[src/rtl/samplerctrl.sv]
// rtl/samplerctrl.sv - capture sequencer: start edge, settle warm-up, counted run, done pulse
// Optional idle-RUN watchdog is built when SAMPLERCTRL_TIMEOUT_EN is defined.
module samplerctrl #(
   parameter int CNT_W          = 16,
   parameter int SETTLE_CYCLES  = 4,
   parameter int TIMEOUT_CYCLES = 1024
) (
   input  logic             clk_sampler,
   input  logic             rst_sampler_n_sync,
   input  logic             startsync_samplerctrl_start_r_sync,
   input  logic [CNT_W-1:0] cfg_num_samples,
   input  logic             abort,
   input  logic             sampler_valid,
   output logic             samplerctrl_sampler_en,
   output logic             sample_keep,
   output logic             busy,
   output logic             done,
   output logic             status_aborted,
   output logic             status_timeout,
   output logic [CNT_W-1:0] sample_cnt
);
   typedef enum logic [1:0] {
      S_IDLE   = 2'd0,
      S_SETTLE = 2'd1,
      S_RUN    = 2'd2,
      S_DONE   = 2'd3
   } state_t;

   localparam logic [CNT_W-1:0] SETTLE_LAST = CNT_W'(SETTLE_CYCLES - 1);

   state_t           r_state;
   state_t           w_next;
   logic             r_start_prev;
   logic             r_armed;
   logic [CNT_W-1:0] r_target;
   logic [CNT_W-1:0] r_settle_cnt;
   logic [CNT_W-1:0] r_sample_cnt;
   logic             r_en;
   logic             r_busy;
   logic             r_done;
   logic             r_aborted;
   logic             w_start_evt;
   logic             w_load;
   logic             w_final;
   logic             w_abort_set;
   logic             w_en_d;
   logic             w_busy_d;
   logic             w_done_d;
   logic [CNT_W-1:0] w_cnt_inc;

   // r_armed blocks a start level held through reset release from looking like an edge
   assign w_start_evt = startsync_samplerctrl_start_r_sync & ~r_start_prev & r_armed;
   assign w_load      = (r_state == S_IDLE) & w_start_evt;
   assign sample_keep = (r_state == S_RUN) & sampler_valid;
   assign w_cnt_inc   = r_sample_cnt + CNT_W'(1);
   assign w_final     = sample_keep & (w_cnt_inc == r_target);

`ifdef SAMPLERCTRL_TIMEOUT_EN
   localparam int              TO_W    = $clog2(TIMEOUT_CYCLES + 1);
   localparam logic [TO_W-1:0] TO_LAST = TO_W'(TIMEOUT_CYCLES - 1);

   logic [TO_W-1:0] r_idle_cnt;
   logic            r_timeout;
   logic            w_timeout;

   assign w_timeout = (r_state == S_RUN) & ~sample_keep & (r_idle_cnt == TO_LAST);

   always_ff @(posedge clk_sampler or negedge rst_sampler_n_sync) begin
      if (!rst_sampler_n_sync) begin
         r_idle_cnt <= '0;
         r_timeout  <= 1'b0;
      end else begin
         if ((r_state == S_RUN) && !sample_keep)
            r_idle_cnt <= r_idle_cnt + TO_W'(1);
         else
            r_idle_cnt <= '0;
         if (w_load)
            r_timeout <= 1'b0;
         else if (w_timeout && !abort)
            r_timeout <= 1'b1;
      end
   end

   assign status_timeout = r_timeout;
`else
   assign status_timeout = 1'b0;
`endif

   always_comb begin
      w_next = r_state;
      case (r_state)
         S_IDLE:
            if (w_start_evt)
               w_next = (cfg_num_samples != '0) ? S_SETTLE : S_DONE;
         S_SETTLE:
            if (abort)
               w_next = S_DONE;
            else if (r_settle_cnt == SETTLE_LAST)
               w_next = S_RUN;
         S_RUN:
            if (w_final || abort)
               w_next = S_DONE;
`ifdef SAMPLERCTRL_TIMEOUT_EN
            else if (w_timeout)
               w_next = S_DONE;
`endif
         S_DONE:
            w_next = S_IDLE;
         default:
            w_next = S_IDLE;
      endcase
   end

   // Registered outputs are loaded from the state being entered
   always_comb begin
      w_en_d      = (w_next == S_SETTLE) || (w_next == S_RUN);
      w_busy_d    = (w_next != S_IDLE);
      w_done_d    = (r_state == S_DONE);
      w_abort_set = abort & ((r_state == S_SETTLE) | ((r_state == S_RUN) & ~w_final));
   end

   always_ff @(posedge clk_sampler or negedge rst_sampler_n_sync) begin
      if (!rst_sampler_n_sync) begin
         r_state      <= S_IDLE;
         r_start_prev <= 1'b0;
         r_armed      <= 1'b0;
         r_target     <= '0;
         r_settle_cnt <= '0;
         r_sample_cnt <= '0;
         r_en         <= 1'b0;
         r_busy       <= 1'b0;
         r_done       <= 1'b0;
         r_aborted    <= 1'b0;
      end else begin
         r_state      <= w_next;
         r_start_prev <= startsync_samplerctrl_start_r_sync;
         r_armed      <= r_armed | ~startsync_samplerctrl_start_r_sync;
         r_en         <= w_en_d;
         r_busy       <= w_busy_d;
         r_done       <= w_done_d;
         if (r_state == S_SETTLE)
            r_settle_cnt <= r_settle_cnt + CNT_W'(1);
         else
            r_settle_cnt <= '0;
         if (w_load) begin
            r_target     <= cfg_num_samples;
            r_sample_cnt <= '0;
            r_aborted    <= 1'b0;
         end else begin
            if (sample_keep)
               r_sample_cnt <= w_cnt_inc;
            if (w_abort_set)
               r_aborted <= 1'b1;
         end
      end
   end

   assign samplerctrl_sampler_en = r_en;
   assign busy                   = r_busy;
   assign done                   = r_done;
   assign status_aborted         = r_aborted;
   assign sample_cnt             = r_sample_cnt;

endmodule

[config.mk]
export PLATFORM = sky130hd
export DESIGN_NAME = samplerctrl
export DESIGN_NICKNAME = d
export VERILOG_FILES = /design/src/rtl/samplerctrl.sv
export SDC_FILE = /design/constraint.sdc
export NUM_CORES = 1
export LEC_CHECK = 0
export ABC_AREA = 1
export CAP_MARGIN = 20
export CORE_AREA = 4 4 81 83
export CTS_CLUSTER_DIAMETER = 50
export DETAILED_ROUTE_END_ITERATION = 7
export DIE_AREA = 0 0 85 87
export PLACE_DENSITY = 0.78
export SYNTH_ARGS = -nofsm -noshare
export SYNTH_HDL_FRONTEND = slang
export SYNTH_SLANG_ARGS = --single-unit
[constraint.sdc]
create_clock -name clk_sampler -period 2.38 [get_ports clk_sampler]
set_clock_uncertainty 0.2 [all_clocks]
set_input_delay 0.595 -clock clk_sampler [delete_from_list [all_inputs] [get_ports clk_sampler]]
set_output_delay 0.595 -clock clk_sampler [all_outputs]
set_load 0.1 [all_outputs]
---- Word level (Yosys, flattened, before mapping) ----
Index checks and enable logic that the tools add are counted.
W data, S select, Z words.
storage, ports and cells
  input port bits ......................... 21
  word-level logic and storage cells ...... 49
  register bits ........................... 56
  output and inout bits ................... 22
operators by class
  equal/unequal tests ..................... 7
  $add $sub $neg .......................... 2
  muxes and demuxes ....................... 11
  bitwise operators ....................... 12
  reductions and logical operators ........ 7
operators by type and width
  cell                     number
  $mux W16                 3
  $add A16 B1 Y16 const B  2
  $eq A16 B16 Y1           1
  $eq A16 B2 Y1 const B    1
  $reduce_bool A16 Y1      1
  $mux W2                  5
  $pmux W2 S4              1
  $and A1 B1 Y1            7
  $eq A2 B2 Y1 const B     3
  $reduce_bool A2 Y1       3
  $eq A2 B1 Y1 const B     2
  $not A1 Y1               3
  $logic_not A2 Y1         1
  $logic_or A1 B1 Y1       2
  $mux W1                  2
  $or A1 B1 Y1             2

---- Longest topological paths before layout ----
Gate-level depths: netlist (run 1).
  word-level depth ........................ 9
  mapped depth ............................ 18

---- Least setup slack after synthesis (run 1) ----
OpenSTA, ideal clock, no wires.
  path type ............................... register to register
  from .................................... register r_sample_cnt[1] (netlist: sample_cnt[1])
  to ...................................... register r_en (netlist: samplerctrl_sampler_en)
  clock period less this slack ............ 2.999 ns
  setup slack ............................. -0.619 ns
  stages on the path, launching flop included .. 16
  library setup time ...................... 0.126 ns
  data arrival time ....................... 2.673 ns
  cell sequence ........................... dfrtp_1 ha_1 nand3_1 nor2_1 nand2_1 nand3b_1 nand2_1 nor2_1 nand2_1 nor2_1 nand3_1 nand2_1 nand2_1 nand3_1 inv_1 ha_1
between the ends
  longest elaborated chain between the ends .. 8
  elaborated cells on any way between the ends .. 9
  classes of those cells .................. add/sub (1); eq/ne (3); mux (2); bitwise (1); reduce/logical (2)
ends and longest elaborated chain
  element                                              line  source
  start: declaration                                   37    logic [CNT_W-1:0] r_sample_cnt;
  start signal: assignment                             151   r_sample_cnt <= w_cnt_inc;
  $add A16 B1 Y16 (*)                                  55    assign w_cnt_inc = r_sample_cnt + CNT_W'(1);
  $eq A16 B16 Y1 (*)                                   56    assign w_final = sample_keep & (w_cnt_inc == r_target);
  $and A1 B1 Y1 (*)                                    56
  $logic_or A1 B1 Y1 (*)                               101   if (w_final || abort)
  $mux W2 (*)                                          101
  $pmux W2 S4 (*)                                      91    case (r_state)
  named net w_next[0]                                  32    state_t w_next;
  $eq A2 B1 Y1 / $eq A2 B2 Y1 (equally long branches)  116   w_en_d = (w_next == S_SETTLE) || (w_next == S_RUN);
  $logic_or A1 B1 Y1 (*)                               116
  named net w_en_d                                     46    logic w_en_d;
  end signal: assignment                               138   r_en <= w_en_d;
  end: declaration                                     38    logic r_en;
Mark *: on every way through the listed nets, which the timed path passes. The rest lies on a longest branch.
A chain may end at the register's enable or synchronous reset.

---- Worst setup path in the final report (run 1) ----
  from .................................... input port sampler_valid
  to ...................................... output port sample_keep
between the ends
  longest elaborated chain between the ends .. 1
ends and longest elaborated chain
  element             line  source
  start: declaration  13    input logic sampler_valid,
  $and A1 B1 Y1       54    assign sample_keep = (r_state == S_RUN) & sampler_valid;
  end: declaration    15    output logic sample_keep,
No other way between the ends.

==> impl_metrics.yaml, run 1 <==
run_status:
  status: "complete, no violations"
drt:
  wl_per_cell_um: 13.9
  route.vias.total: 2979
  firstDrtPassIters: 5
  drc: 0
  final_antenna_net_count: 0
  finalWirelength_um: 7740
  drtIter0Drc: 315
  viasPerCell: 5.35
yosys:
  synth_fa_ha_area_frac: 0.0121
  avgSynthCellArea_um2: 7.38
  yosysMostFrequentCell: "nand2_1"
  async_flop_share: 1.00
  synth-compound-area-share: 0.0920
  synthMuxAreaShare: 0
  synth_xor_area_frac: 0.0105
  ys_top_cells_by_count: "nand2_1, inv_1, dfrtp_1, nand3_1, nor2_1"
  yosys-top-cells-area: "dfrtp_1, nand2_1, inv_1, nand3_1, o21ai_0"
  syn_inst: 422
  syn_nets: 446
  synth_ff_type: "dfrtp_1"
  synth_top_area_share: 0.450
  ys_warn_count: 0
  synthSimpleGateAreaFrac: 0.342
  synth_seq_cells: 56
  synth_edf_count: 0
  yosysUniqueCellTypes: 27
  netlist_area_um2: 3110
  ys_seq_area_frac: 0.450
  yosysTopAreaCell: "dfrtp_1"
  synth_top_family_by_area: "simple AND/OR/NAND/NOR gates"
setup_path:
  worst_ep_arrival_time_ns: 1.53
  cp.required_ns: 1.58
  timing.rr.start: "sample_cnt[1]"
  cp_max_fo: 2
  cp-end-kind: "output pin"
  worst-setup-path-type: "in2out"
  startpoint: "sampler_valid"
  critPathLaunchType: "input pin"
cells_and_area:
  fillCellCount: 494
  drive_gt1_frac: 0.205
  register_area_um2: 1420
  area_growth_pct: 29.0
  antenna_cells: 0
  multi_input_area_um2: 1550
  fin_cells: 557
  fin_nets: 505
min_path:
  hp-class: "in2async"
sta:
  whs_ns: 0.0281
  rsz0062_at_grt: "true"
  timing.final.crit_share: 0.978
  worst_pin_slew_ns: 0.551
  slew_violations: 0
  setup_violations: 0
  slew_headroom: 0.630
  hold_violations: 0
  fin_crit_ns: 2.33
  max_freq_mhz: 430
  finalWorstSetupSlack_ns: 0.0517
clock_tree:
  cts.sink_count: 56
  cts_buffer_depth: 2
  clkTransAtPathRegs_ns: 0.10
  cts_tree: "yes"
  worstSkewPairLatency_ns: 0.31
  cts_buffers: 5
  cts_root_buf: "clkbuf_8"
  htree_levels: 2
placed_design:
  hpwl_um: 5760
  dp.cells: 547
  numPortBuffers: 41
  gp_congestion: 0.918
  dp_worst_setup_slack_ns: -0.312
die:
  die-area_um2: 7400
  core-area_um2: 5850
  num_rows: 28
  io_pins: 43
  chipWidth_um: 85
  die_h_um: 87
  start_util: 0.532
grt:
  grt_use_total: 0.220
  grt-ovfl-total: 0
  grt_pass1_vias: 2959
  antenna_found_initial: 0
  grt_max_degree: 29
  grt_pass1_wl_um: 13100
job:
  cap_viol_max_count: 0
pwr:
  powerDensity_nw_per_um2: 1090
  ir_drop_mv: 0.854
  leakage_nw: 1.82
-- flip-flops by register name, indices dropped and copies added, names as in the netlist --
name and cells:
busy 1, done 1, r_armed 1, r_settle_cnt 16
r_start_prev 1, r_state 2, r_target 16, sample_cnt 16
samplerctrl_sampler_en 1, status_aborted 1
-- placed cells by master, fill, tap and decap left out, types with 2 or more instances in the layout --
cell type        Yosys  final
nor4_1               4      4
nor3_1               7      6
dfrtp_4              0      2
nor2_1              34     28
a21oi_1             14     14
buf_12               0      9
nand3_1             39     35
dfrtp_2              0     12
nand2_2              3      7
o22ai_1              6      6
nor3_2               2      3
inv_1               67     65
nand3_2              3      6
nor3b_1              2      2
clkdlybuf4s50_1      0     19
inv_6                0      2
nor2_4               3      8
nand4_1             10     10
nand2_1            112    107
dfrtp_1             56     42
nand3b_1             6      6
nor2_2               4      5
clkbuf_8             0      5
buf_4                1     30
ha_4                 0      2
inv_2                0      2
o21ai_0             33     32
-- path summary, 6_finish.rpt --
check,cells past startpoint,end,slack [ns]
setup / recovery,5,sample_keep,0.05
setup reg to reg,15,samplerctrl_sampler_en,0.06
hold / removal,1,sample_cnt[2],0.03
min in group clk_sampler,2,r_armed,0.26
hold reg to reg,2,r_armed,0.26
max in group asynchronous,2,sample_cnt[0],1.30
-- layout make-up --
class                   instances  area share
inverters                      67      0.0626
clock buffers                   6      0.0181
multi-input cells             291       0.385
clock inverters                 2     0.00436
repair buffers                 60       0.152
flip-flops and latches         56       0.355
well taps                      75      0.0234
-- where the power goes --
part	total (mW)	switching [mW]	internal, mW	leakage (nW)
clock	0.546	0.329	0.217	0.0462
combinational	2.32	1.58	0.742	1.06
sequential	1.53	0.287	1.24	0.709
total	4.40	2.20	2.20	1.82
-- repair_timing --
| action | CTS | global route |
|---|---|---|
| buffers inserted | 2 | 0 |
| pin swaps | 3 | 2 |
| hold buffers | 0 | 0 |
| setup endpoints to repair | 2 | 3 |
| gates resized for setup | 11 | 17 |
-- stage by stage --
stage	instance area, um^2	utilization	TNS [ns]	power (mW)
detailed placement	3810	0.651	-0.606	3.76
floorplan	3160	-	-0.108	3.05
global placement	3810	0.651	-0.369	3.71
finish	4020	0.686	0	4.40
global route	4020	0.686	-0.212	4.67
CTS	3950	0.676	0	4.34
-- critical path, stage by stage --
cell and delay [ns]:
clkdlybuf4s50_1 0.46, inv_1 0.04, nor2_2 0.14, buf_6 0.13, buf_12 0.16
-- cells by family after synthesis --
| kind of cell | Yosys count |
|---|---|
| and+or+nand+nor | 230 |
| buffers and inverters | 75 |
| DFF | 56 |
| AOI/OAI and AO/OA | 55 |
| adders and majority gates | 3 |
| xor gates and xnor gates | 2 |
| other | 1 |
-- metal layers --
layer	track usage	wire length [um]
met5	0	0
met3	0.0284	393
met4	0.0691	153
met2	0.396	3970
met1	0.276	3220
(Power assumes the default switching activity.)
==> run 2: changes to the inputs <==
--- a/config.mk
+++ b/config.mk
@@ -6,12 +6,12 @@
 export NUM_CORES = 1
 export LEC_CHECK = 0
 export ABC_AREA = 1
-export CAP_MARGIN = 20
-export CORE_AREA = 4 4 81 83
+export CORE_AREA = 4 4 78 80
 export CTS_CLUSTER_DIAMETER = 50
 export DETAILED_ROUTE_END_ITERATION = 7
-export DIE_AREA = 0 0 85 87
-export PLACE_DENSITY = 0.78
+export DIE_AREA = 0 0 82 84
+export PLACE_DENSITY = 0.83
 export SYNTH_ARGS = -nofsm -noshare
 export SYNTH_HDL_FRONTEND = slang
 export SYNTH_SLANG_ARGS = --single-unit
+export TNS_END_PERCENT = 5
==> constraint.sdc (replaced) <==
create_clock -name clk_sampler -period 2.68 [get_ports clk_sampler]
set_clock_uncertainty 0.2 [all_clocks]
set_input_delay 0.67 -clock clk_sampler [delete_from_list [all_inputs] [get_ports clk_sampler]]
set_output_delay 0.67 -clock clk_sampler [all_outputs]
set_load 0.1 [all_outputs]
==> impl_metrics.yaml, run 2 (synthesis gave the netlist of run 1 again) <==
die:
  chipWidth_um: 82
  die_h_um: 84
  core-area_um2: 5410
  start_util: 0.576
  num_rows: 27
  die-area_um2: 6890
  io_pins: 43
clock_tree:
  cts_buffers: 5
  cts_buffer_depth: 2
  clkTransAtPathRegs_ns: 0.10
  cts_tree: "yes"
  cts_root_buf: "clkbuf_8"
  ctsHoldBuffers: 0
  htree_levels: 2
  cts.sink_count: 56
  worstSkewPairLatency_ns: 0.31
setup_path:
  cp_max_fo: 10
  crit_slowest_cell: "clkdlybuf4s50_1"
  worstReg2RegEnd: "samplerctrl_sampler_en"
  max_stage_delay_ns: 0.45
  reg2reg_depth: 12
  rrSetupSlack_ns: 0.19
  cp-end-kind: "output pin"
  worst_ep_arrival_time_ns: 1.72
  cp.required_ns: 1.81
  timing.rr.start: "sample_cnt[2]"
  setup.worst_path.end: "sample_keep"
  path_cells: "clkdlybuf4s50_1 -> inv_1 -> nor2_1 -> buf_4 -> buf_12"
  critPathLaunchType: "input pin"
  worst-setup-path-type: "in2out"
  startpoint: "sampler_valid"
grt:
  grt_pass1_vias: 2925
  grt-ovfl-total: 0
  antenna_found_initial: 0
  grt_max_degree: 32
  grt_use_total: 0.235
  grt_pass1_wl_um: 12800
pwr:
  seqPwrFrac: 0.351
  power.switching_mw: 1.88
  ir_drop_mv: 0.661
  leakage_nw: 1.75
  combPwrFrac: 0.502
  switching_share: 0.499
  powerDensity_nw_per_um2: 1000
  clkPwrFrac: 0.147
  total_power_mw: 3.76
  p_int_mw: 1.88
sta:
  worst_pin_slew_ns: 0.547
  fin_crit_ns: 2.59
  max_freq_mhz: 386
  setup_violations: 0
  slew_headroom: 0.634
  finalWorstSetupSlack_ns: 0.0898
  slew_violations: 0
  timing.final.crit_share: 0.967
  hold_violations: 0
run_status:
  status: "complete, no violations"
cells_and_area:
  fin_cells: 545
  layout_common_cells: "nand2_1, inv_1, dfrtp_1"
  final_common_cell: "nand2_1"
  final_util: 0.693
  fin_area_um2: 3750
  area_growth_pct: 20.4
  antenna_cells: 0
  fin_nets: 496
  drive_gt1_frac: 0.133
drt:
  route.vias.total: 2980
  viasPerCell: 5.47
  final_antenna_net_count: 0
  wl_per_cell_um: 14.0
  firstDrtPassIters: 5
  drtIter0Drc: 277
  finalWirelength_um: 7620
  drc: 0
job:
  cap_viol_max_count: 0
placed_design:
  dp_worst_setup_slack_ns: -0.0811
  dp.cells: 534
  hpwl_um: 5780
  gp_congestion: 0.922
  numPortBuffers: 41
  placed_cell_area_um2: 3590
min_path:
  hp-class: "in2async"
-- run 2: cell type report --
| type | instances | area, um^2 |
|---|---|---|
| clock buffer | 6 | 72.6 |
| sequential | 56 | 1400 |
| clock inverter | 2 | 35.0 |
| tap | 72 | 90.1 |
| fill | 448 | 1660 |
| timing repair buffer | 51 | 440 |
| multi-input combinational | 291 | 1450 |
| inverter | 67 | 251 |
-- run 2: power by group through the flow --
stage               Sequential, mW  Clock, mW  Combinational, mW
floorplan                     1.97          0              0.708
global placement              1.32          0               1.81
detailed placement            1.33          0               1.85
CTS                           1.31      0.557               1.86
global route                  1.35      0.591               2.05
finish                        1.32      0.553               1.89
-- run 2: what timing repair did --
action | CTS | global route
resized for setup | 0 | 9
setup buffers | 0 | 3
setup endpoints to repair | 0 | 2
-- run 2: worst min-delay path by stage --
stage | end | from | slack (ns)
finish | r_target[2] | rst_sampler_n_sync | 0.12
global route | r_target[2] | rst_sampler_n_sync | 0.15
CTS | r_settle_cnt[6] | rst_sampler_n_sync | 0.14
detailed placement | r_armed | r_armed | 0.23
global placement | r_armed | r_armed | 0.23
floorplan | busy | rst_sampler_n_sync | 0.17
-- run 2: metrics by stage --
step                      setup TNS (ns)  hold slack [ns]
final                                  0            0.120
after detailed placement         -0.0811            0.233
after global routing             -0.0231            0.155
after floorplan                   -0.177            0.174
after CTS                              0            0.137
after global placement                 0            0.227
-- run 2: critical path, delay by kind of cell --
family / cells / cell delay (ns)
buffers and inverters: 4 / 0.91
and+or+nand+nor: 1 / 0.13
-- run 2: routing by layer --
layer / track usage / part of all wire
met4: 0.0665 / 0.013
met2: 0.411 / 0.52
met3: 0.0421 / 0.058
met5: 0 / 0
met1: 0.290 / 0.41
